`config.mk`:
```
export PLATFORM = sky130hd
export DESIGN_NAME = cache_line_responder
export DESIGN_NICKNAME = d
export VERILOG_FILES = /design/src/rtl/cache_line_responder.sv
export SDC_FILE = /design/constraint.sdc
export NUM_CORES = 1
export LEC_CHECK = 0
export ABC_AREA = 1
export BUFFER_PORTS_ARGS = -buffer_cell sky130_fd_sc_hd__clkbuf_2
export CORE_MARGIN = 2
export CORE_UTILIZATION = 46
export DETAILED_ROUTE_END_ITERATION = 8
export PLACE_DENSITY = 0.7
export RECOVER_POWER = 100
export SETUP_SLACK_MARGIN = 0.5
export SLEW_MARGIN = 20
export SYNTH_ARGS = -nofsm -noshare
export SYNTH_HDL_FRONTEND = slang
export SYNTH_SLANG_ARGS = --single-unit
```
`constraint.sdc`:
```
create_clock -name clk -period 16.2 [get_ports clk]
set_clock_uncertainty 0.05 [all_clocks]
set_input_delay 0.81 -clock clk [delete_from_list [all_inputs] [get_ports clk]]
set_output_delay 0.81 -clock clk [all_outputs]
set_load 0.01 [all_outputs]
```
`src/rtl/cache_line_responder.sv`:
```
// Line-to-word responder: splits each 128-bit line request into four
// 32-bit beats on a word bus and completes the line with a one-cycle ack.
module cache_line_responder #(
    parameter int SKIP_EMPTY_BEATS = 1
) (
    input  logic         clk,
    input  logic         rst_n,
    input  logic [31:0]  line_address,
    input  logic         line_read,
    input  logic         line_write,
    input  logic [127:0] line_writedata,
    input  logic [15:0]  line_byteenable,
    output logic         line_waitrequest,
    output logic [127:0] line_readdata,
    output logic [31:0]  word_address,
    output logic         word_read,
    output logic         word_write,
    output logic [31:0]  word_writedata,
    output logic [3:0]   word_byteenable,
    input  logic         word_waitrequest,
    input  logic [31:0]  word_readdata
);

    typedef enum logic [1:0] {IDLE, BEAT, DONE} state_t;

    state_t       r_state;
    logic [31:0]  r_base;
    logic [127:0] r_wd;
    logic [15:0]  r_be;
    logic         r_wr;
    logic [1:0]   r_beat;

    logic         w_idle;
    logic [31:0]  w_base;
    logic [127:0] w_wd;
    logic [15:0]  w_be;
    logic         w_wr;
    logic [2:0]   w_from;
    logic         w_found;
    logic [1:0]   w_idx;
    logic [31:0]  w_addr;
    logic [31:0]  w_data;
    logic [3:0]   w_bev;

    // In IDLE the beat search runs on the live request so beat 0 issues next cycle
    assign w_idle = (r_state == IDLE);
    assign w_base = w_idle ? (line_address & 32'hFFFF_FFF0) : r_base;
    assign w_wd   = w_idle ? line_writedata : r_wd;
    assign w_be   = w_idle ? line_byteenable : r_be;
    assign w_wr   = w_idle ? line_write : r_wr;
    assign w_from = w_idle ? 3'd0 : ({1'b0, r_beat} + 3'd1);

    always_comb begin
        w_found = 1'b0;
        w_idx   = 2'd0;
        for (int i = 3; i >= 0; i--) begin
            if (i >= int'(w_from) &&
                (!w_wr || (SKIP_EMPTY_BEATS == 0) ||
                 (w_be[4*i +: 4] != 4'h0))) begin
                w_found = 1'b1;
                w_idx   = 2'(i);
            end
        end
    end

    assign w_addr = w_base + {28'h0, w_idx, 2'b00};
    assign w_data = w_wd[32*w_idx +: 32];
    assign w_bev  = w_wr ? w_be[4*w_idx +: 4] : 4'hf;

    always_ff @(posedge clk or negedge rst_n) begin
        if (!rst_n) begin
            r_state          <= IDLE;
            line_waitrequest <= 1'b1;
            word_read        <= 1'b0;
            word_write       <= 1'b0;
            r_beat           <= 2'd0;
        end else begin
            unique case (r_state)
                IDLE: begin
                    line_waitrequest <= 1'b1;
                    if (line_read || line_write) begin
                        r_base <= w_base;
                        r_wd   <= line_writedata;
                        r_be   <= line_byteenable;
                        r_wr   <= line_write;
                        if (w_found) begin
                            r_state         <= BEAT;
                            r_beat          <= w_idx;
                            word_address    <= w_addr;
                            word_writedata  <= w_data;
                            word_byteenable <= w_bev;
                            word_read       <= !line_write;
                            word_write      <= line_write;
                        end else begin
                            r_state          <= DONE;
                            line_waitrequest <= 1'b0;
                        end
                    end
                end
                BEAT: begin
                    if (!word_waitrequest) begin
                        if (!r_wr)
                            line_readdata[32*r_beat +: 32] <= word_readdata;
                        if (w_found) begin
                            r_beat          <= w_idx;
                            word_address    <= w_addr;
                            word_writedata  <= w_data;
                            word_byteenable <= w_bev;
                        end else begin
                            word_read        <= 1'b0;
                            word_write       <= 1'b0;
                            r_state          <= DONE;
                            line_waitrequest <= 1'b0;
                        end
                    end
                end
                DONE: begin
                    line_waitrequest <= 1'b1;
                    r_state          <= IDLE;
                end
                default: r_state <= IDLE;
            endcase
        end
    end

endmodule

```
* Word level (Yosys, flattened, before mapping) *
Index checks and enable logic that the tools add are counted.

cells by class
  shift-type cells = 4
  bitwise logic cells = 2
  reduce and logical (&&, ||, !) cells = 25
  order comparisons = 4
  mux-type cells = 47
  $add $sub $neg = 3
  eq/ne operators = 6

operator list
  cell                                                                        number
  32-bit 2-to-1 mux                                                           7
  128-bit bitwise mux                                                         1
  128-bit 2-to-1 mux                                                          1
  32-bit one-hot mux with 2 select lines                                      2
  32-bit by 34-bit variable shift with 128-bit output (first input constant)  1
  128-bit by 8-bit indexed part select with 32-bit output                     1
  32-bit by 34-bit indexed part select with 128-bit output                    1
  7-bit negation with 34-bit output                                           1
  32-bit by 4-bit adder with 32-bit output                                    1
  2-bit 2-to-1 mux                                                            11
  16-bit 2-to-1 mux                                                           1
  4-bit 2-to-1 mux                                                            4
  4-bit nonzero test                                                          4
  16-bit by 5-bit indexed part select with 4-bit output                       1
  1-bit 2-to-1 mux                                                            13
  3-bit AND reduction                                                         4
  2-bit one-hot mux with 2 select lines                                       2
  4-bit one-hot mux with 2 select lines                                       1
  4-bit AND reduction                                                         2
  1-bit by 3-bit >= comparator with 1-bit output (first input constant)       2
  2-bit by 3-bit >= comparator with 1-bit output (first input constant)       2
  1-bit logical OR                                                            5
  5-bit AND reduction                                                         1
  1-bit logical AND                                                           4
  13 further kinds                                                            18

word-level totals
  flip-flop bits (word level) = 380
  input bits = 213
  output and inout port bits = 199

* Longest topological paths before layout *
Gate-level depths: netlist of run 1.

  depth after elaboration = 14
  gate-level depth with buffers = 27
  gate-level depth less buffers = 24

* Worst setup path before layout of run 1 *
Ideal clock, no wire load.

  path type = input to register
  from = input port line_write
  to = register r_base[0] (enable)
  data arrival time = 12.774 ns
  cell stages on the path = 2
  setup slack = 2.445 ns
  required time = 15.220 ns
  cell sequence = nor2_1 -> nor3_1

between the ends
  longest elaborated chain between the ends = 2

ends and longest elaborated chain
  item                           RTL line  text
  from (decl)                    10        input logic line_write,
  1-bit logical OR               81        if (line_read || line_write) begin
  3-bit AND reduction (no line)  n/a
  to (signal assigned)           82        r_base <= w_base;
  to (decl)                      27        logic [31:0] r_base;

No other way between the ends.
A chain may end at the register's enable or synchronous reset.

* Worst setup path in the final report of run 1 *
  from = register r_state[1]
  to = register word_writedata[5], data pin

between the ends
  longest elaborated chain between the ends = 13
  elaborated cells on any way between the ends = 36
  classes of those cells = order compare (4); eq/ne (1); shift (1); mux (16); reduce/logical (14)

ends and longest elaborated chain
  item                                                                                    RTL line  text
  from (decl)                                                                             26        state_t r_state;
  from (signal assigned)                                                                  72        r_state <= IDLE;
  from (signal assigned)                                                                  87        r_state <= BEAT;
  from (signal assigned)                                                                  95        r_state <= DONE;
  2-bit logical NOT (*)                                                                   46        assign w_idle = (r_state == IDLE);
  branches (longest 8 deep; another with 2-bit by 3-bit >= comparator with 1-bit output)  n/a
  128-bit by 8-bit indexed part select with 32-bit output (*)                             67        assign w_data = w_wd[32*w_idx +: 32];
  via w_data[5]                                                                           42        logic [31:0] w_data;
  32-bit 2-to-1 mux (*)                                                                   86, 104
  32-bit 2-to-1 mux (on tied branches)                                                    101, 81
  32-bit one-hot mux with 2 select lines (*)                                              78        unique case (r_state)
  to (signal assigned)                                                                    90        word_writedata <= w_data;
  to (signal assigned)                                                                    107       word_writedata <= w_data;
  to (decl)                                                                               18        output logic [31:0] word_writedata,

Mark *: on every way through the listed nets, which the timed path passes. The select of a mux whose other input is x is not followed.

==> impl_metrics.csv, run 1 <==
group,metric,value,unit
synthesis,yosysTopAreaCell,"edfxtp_1",
place,placement.io_buffers,407,
power,p_seq_frac,0.375,
power,power_switching,0.001468,W
floorplanning,die_x,195.2,um
timing,setup_violations,0,
clock_network,clock-sinks,380,
timing,tightest_slew,10010,ps
synthesis,synthesis.nets,1765,
run_status,violations,"capacitance limit, slew limit",
synthesis,syn-instance-count,1540,
cells_and_area,area_growth,18.40,%
setup_path,cp-start-kind,"register",
floorplanning,fp.dieH,195.2,um
synthesis,synth_area,16810,um2
timing,max_freq,0.1020,GHz
clock_network,post-cts-setup-buffers,0,
clock_network,htreeDepth,2,
flow_run,maxCapViolCount,16,
routing,wl,46120,um
floorplanning,fp-row-count,70,
setup_path,critPathKind,"reg2reg",
grt,gr-usage-all-layers,0.2394,
clock_network,cts_tree,"done",
timing,drv_slew,930,
setup_path,endpoint_kind,"register",
routing,wl_per_cell,19.09,um
clock_network,cts_hold_buffers,0,
routing,final_antenna_net_count,0,
synthesis,synth-main-ff-cell,"edfxtp_1",
setup_path,arrival,10070,ps
routing,vias,12820,
grt,grt_max_degree,177,
power,p_clk_frac,0.246,
synthesis,synthTopCellsByArea,"edfxtp_1, nand2_1, nand3_1",
cells_and_area,nets,2139,
grt,antenna_found_initial,7,
setup_path,cp_max_fo,73,
grt,grt_pass1_vias,12670,
power,p_leak,7.619,nW
clock_network,cts_resized,0,
power,peakVddDrop,0.2819,mV
timing,hold_violations,0,
synthesis,synth_common_cells,"nand2_1, edfxtp_1, nand3_1, nor2_1, inv_1",
floorplanning,core-area,36260,um2
clock_network,clkSlewWorstSetupHoldPaths,70,ps
worst_hold_path,worstHoldPathType,"in2async",
setup_path,cp.required,16460,ps
grt,overflow,0,
place,dp_hpwl,29880,um
synthesis,ys_seq_area_frac,0.6769,
timing,rsz0062_at_grt,"no",
floorplanning,die-area,38080,um2
timing,tns,0,ps
run_status,status,"complete, but fails checks",
routing,drt_iter0_drc,1061,
routing,firstDrtPassIters,5,
floorplanning,pin_count,412,
power,p_int,0.002383,W
clock_network,numCtsBuffers,40,
clock_network,clockBufferDepth,3,
synthesis,netlist-cell-type-count,39,
synthesis,yosysMostFrequentCell,"nand2_1",
timing,setup_ws,6393,ps
timing,maxSlewHeadroom,-5.672,
synthesis,synth_seq_cells,380,
synthesis,yosysWarnings,0,
power,power_frac_comb,0.379,
routing,drc_errors,0,
clock_network,cts_root_buf,"clkbuf_16",
clock_network,clk_latency,560,ps
synthesis,async_reset_ff_frac,0.01842,
power,p_sw_frac,0.3812,
timing,timing.final.crit_share,0.6053,
timing,finalCriticalPeriod,9807,ps
synthesis,synth.avg_cell_area,10.91,um2
floorplanning,initial_core_util,0.4635,
place,pre_cts_ws,10800,ps
cells_and_area,drive_above_1_share,0.09049,
synthesis,synth_edf_count,373,
grt,grt_pass1_wl,70960,um
routing,drt-vias-per-instance,5.306,
synthesis,synth_top_area_share,0.6664,
place,place.gp.congestion,0.8579,
power,power.density,193.5,nW/um2
cell type report:
cell class	count	area (um2)
fillers	3324	16360
multi-input cells	969	4486
well taps	468	585.6
inverters	104	391.6
diodes	3	7.507
clock inverters	24	272.8
clock buffers	49	1077
repair buffers	419	1702
flip-flops and latches	380	11380
metal layers:
metal,vias up,global-route usage,share of wire
met5,-,0,0.0015
met4,10,0.08256,0.025
met3,82,0.06839,0.096
met2,605,0.3985,0.48
met1,6059,0.3011,0.39
li1,6064,-,-
power by group through the flow:
| stage | clock network, W | registers, W | logic (W) |
|---|---|---|---|
| detailed placement | 0 | 0.00143 | 0.00147 |
| global placement | 0 | 0.00143 | 0.00144 |
| finish | 0.000947 | 0.00145 | 0.00146 |
| CTS | 0.000967 | 0.00142 | 0.00147 |
| floorplan | 0 | 0.00150 | 0.00102 |
| global route | 0.000999 | 0.00146 | 0.00164 |
final timing paths:
path                                               from                           end  slack [ps]  depth (start not counted)
max in group asynchronous                         rst_n  line_waitrequest$_DFFE_PN1P_       15590                          1
max reg2reg                      r_state[1]$_DFFE_PN0P_   word_writedata[5]$_DFFE_PP_        6390                         12
min reg2reg                line_waitrequest$_DFFE_PN1P_  line_waitrequest$_DFFE_PN1P_         420                          2
min in group clk                     line_writedata[63]            r_wd[63]$_DFFE_PP_         390                          1
min                                               rst_n         r_beat[0]$_DFFE_PN0P_         150                          1
max                              r_state[1]$_DFFE_PN0P_   word_writedata[5]$_DFFE_PP_        6390                         12
placed cells by master (no fill, tap or decap), types with 42 or more instances in the layout:
| cell | instances |
|---|---|
| nand4_1 | 74 |
| nand3_1 | 167 |
| clkbuf_1 | 332 |
| nor2_1 | 119 |
| nor3_1 | 62 |
| edfxtp_1 | 373 |
| clkbuf_16 | 42 |
| clkbuf_2 | 91 |
| nand2_1 | 455 |
| inv_1 | 98 |
cell families (layout without fill, tap and decap cells):
logic type                 Yosys count  count (layout)  share of synthesized area
xor gates and xnor gates            27              27                    0.01407
and+or+nand+nor                    896             896                     0.2358
other                                0               3                          0
adders and majority gates           12              12                   0.009380
AOI/OAI and AO/OA                   34              34                    0.01146
DFF                                380             380                     0.6769
buffers and inverters              191             596                    0.05241
stage by stage:
stage          instance area, um2  hold slack, ps    util  instances  power [W]
4_1_cts                     20460           25.73  0.5643       2413   0.003851
5_1_grt                     19900           140.6  0.5487       2415   0.004103
3_3_place_gp                19110           406.2  0.5271       2340   0.002868
2_1_floorplan               16810           417.5       -       1540   0.002520
3_5_place_dp                19110           410.5  0.5271       2340   0.002900
6_report                    19900           150.5  0.5488       2416   0.003851
critical path, cell delays in order, from the launching register on:
cell      delay, ps
dfrtp_1         400
inv_1           120
ha_1           1190
clkbuf_1       1900
o21ai_1         300
nand3_1         210
o21ai_0         120
clkbuf_1       1430
nand2_2         470
clkbuf_1       2660
nand3_1         330
nand3_1         240
nand2_1          70
registers in the layout, indices dropped and copies added (netlist names):
register          count
word_write            1
r_beat                2
r_wd                128
r_wr                  1
word_writedata       32
r_base               32
line_readdata       128
line_waitrequest      1
word_address         32
word_byteenable       4
r_state               2
r_be                 16
word_read             1
No activity file was read; power rests on OpenSTA's default activity.
==> run 2: changes to the inputs <==
--- a/config.mk
+++ b/config.mk
@@ -10,7 +10,7 @@
 export CORE_MARGIN = 2
 export CORE_UTILIZATION = 46
 export DETAILED_ROUTE_END_ITERATION = 8
-export PLACE_DENSITY = 0.7
+export PLACE_DENSITY = 0.73
 export RECOVER_POWER = 100
 export SETUP_SLACK_MARGIN = 0.5
 export SLEW_MARGIN = 20
==> constraint.sdc (replaced) <==
create_clock -name clk -period 7.87 [get_ports clk]
set_clock_uncertainty 0.05 [all_clocks]
set_input_delay 0.3935 -clock clk [delete_from_list [all_inputs] [get_ports clk]]
set_output_delay 0.3935 -clock clk [all_outputs]
set_load 0.01 [all_outputs]
==> run 2 against run 1 <==
The run still ends with capacitance limit, slew limit left; sequential power rose by 100%; fmax rose by 56%; worst hold slack got worse by 29 ps; register-to-register slack got worse by 4800 ps; via count rose by 7.5%; clock power rose by 110%; flip-flop and latch count did not move; critical path type unchanged.
==> impl_metrics.csv, run 2 (synthesis results as in run 1) <==
group,metric,value,unit
timing,maxSlewHeadroom,-2.154,
floorplanning,core-area,36260,um2
power,p_leak,8.248,nW
flow_run,maxCapViolCount,13,
power,power_frac_comb,0.385,
grt,grt_pass1_wl,75540,um
setup_path,cp.required,8130,ps
timing,hold_violations,0,
power,p_int,0.004924,W
setup_path,startpoint,"r_state[1]$_DFFE_PN0P_",
cells_and_area,reg.largest.list,"line_readdata: 128 flops, r_wd: 128 flops",
worst_hold_path,hp-start,"line_address[31]",
routing,final_antenna_net_count,0,
setup_path,endpoint_kind,"register",
routing,drc_errors,0,
floorplanning,fp-row-count,70,
cells_and_area,drive_above_1_share,0.08560,
worst_hold_path,worstHoldPathType,"in2reg",
setup_path,cp_max_fo,98,
timing,rsz0062_at_grt,"no",
run_status,violations,"capacitance limit, slew limit",
grt,grt_max_degree,178,
place,place.gp.congestion,0.8438,
clock_network,clkSlewWorstSetupHoldPaths,60,ps
cells_and_area,final_cell_mix,"nand2_1, edfxtp_1, clkbuf_1",
place,dp_hpwl,30170,um
setup_path,cp-start-kind,"register",
clock_network,htreeDepth,2,
floorplanning,pin_count,412,
routing,wl_per_cell,19.39,um
power,peakVddDrop,0.2927,mV
grt,antenna_found_initial,9,
clock_network,clock-sinks,380,
timing,finalCriticalPeriod,6280,ps
power,power.density,377.2,nW/um2
routing,wl,49690,um
clock_network,cts_root_buf,"clkbuf_16",
routing,drt_iter0_drc,1138,
cells_and_area,final_cell_count_no_fill,2563,
floorplanning,die_x,195.2,um
power,p_sw_frac,0.3903,
clock_network,clk_latency,560,ps
timing,hold_slack,121.9,ps
place,placement.io_buffers,407,
cells_and_area,area_growth,27.40,%
routing,vias,13790,
grt,overflow,0,
place,place_inst,2341,
timing,tns,0,ps
clock_network,numCtsBuffers,40,
setup_path,arrival,6540,ps
routing,firstDrtPassIters,7,
timing,setup_ws,1590,ps
setup_path,r2r-start,"r_state[1]$_DFFE_PN0P_",
floorplanning,initial_core_util,0.4635,
clock_network,cts_tree,"done",
clock_network,clockBufferDepth,3,
run_status,status,"complete, but fails checks",
setup_path,critPathKind,"reg2reg",
grt,gr-usage-all-layers,0.2552,
cells_and_area,final_common_cell,"nand2_1",
timing,drv_slew,763,
timing,tightest_slew,4732,ps
grt,grt_pass1_vias,13560,
routing,drt-vias-per-instance,5.379,
power,p_seq_frac,0.365,
floorplanning,fp.dieH,195.2,um
power,power_switching,0.003152,W
power,p_clk_frac,0.250,
floorplanning,die-area,38080,um2
cells_and_area,nets,2285,
timing,setup_violations,0,
place,pre_cts_ws,2592,ps
timing,timing.final.crit_share,0.7980,
timing,max_freq,0.1592,GHz
[run 2: cell count changes in the layout (fill, tap and decap cells not counted), moves of 2 or more]
cell and change:
clkinv_2 -2, buf_4 +3, inv_2 -2, clkinvlp_4 +2, dlygate4sd3_1 +145
[run 2: timing repair]
action,CTS,global route
resized for setup,0,0
hold buffers,145,0
endpoints found under the hold margin,151,0
setup buffers,0,0
[run 2: final cells by class]
cell class,instances,area [um2]
antenna,4,10.01
clock buffer,49,1077
clock inverter,24,314.1
fill,3044,14850
inverter,104,392.9
multi-input combinational,969,4496
sequential,380,11380
tap,468,585.6
timing repair buffer,565,3159
[run 2: critical path, stage by stage, from the launching register on]
cell,delay [ps]
dfrtp_1,400
inv_1,130
ha_1,230
buf_4,730
nand2_1,120
o21ai_0,140
nand2_1,110
o21ai_0,280
nand2_2,140
nor2_4,110
buf_4,440
inv_1,900
fa_1,800
nor2_1,210
nand4_1,210
nor2_1,370
nand3_1,190
nor2_1,220
nand2_1,70
nand2_1,60
nand2_1,50
[run 2: metrics by stage]
step | utilization | cell area [um2] | total power (W)
global placement | 0.5274 | 19120 | 0.005885
finish | 0.5905 | 21410 | 0.008076
detailed placement | 0.5274 | 19120 | 0.005958
global route | 0.5905 | 21410 | 0.008517
floorplan | - | 16820 | 0.005140
CTS | 0.6058 | 21970 | 0.008035
[run 2: final timing paths]
path | endpoint | slack (ps) | depth (start not counted)
worst max-delay path | word_address[24]$_DFFE_PP_ | 1590 | 20
worst min-delay path | r_base[31]$_DFFE_PP_ | 120 | 3
worst max register to register | word_address[24]$_DFFE_PP_ | 1590 | 20
worst min register to register | line_waitrequest$_DFFE_PN1P_ | 420 | 2
max in group asynchronous | line_waitrequest$_DFFE_PN1P_ | 7070 | 2
min in group asynchronous | r_beat[0]$_DFFE_PN0P_ | 330 | 2
[run 2: layer usage]
metal  vias up  global-route usage  part of all wire
met1      6468              0.3088              0.37
met2       817              0.4397              0.50
li1       6345                   -                 -
met5         -                   0            0.0010
met3       148             0.06373             0.099
met4         8              0.1004             0.034
[run 2: power by group through the flow]
stage,sequential [W],combinational (W),clock (W)
floorplan,0.00304,0.00210,0
global placement,0.00294,0.00294,0
detailed placement,0.00295,0.00301,0
CTS,0.00291,0.00308,0.00204
global route,0.00298,0.00342,0.00212
finish,0.00295,0.00311,0.00202
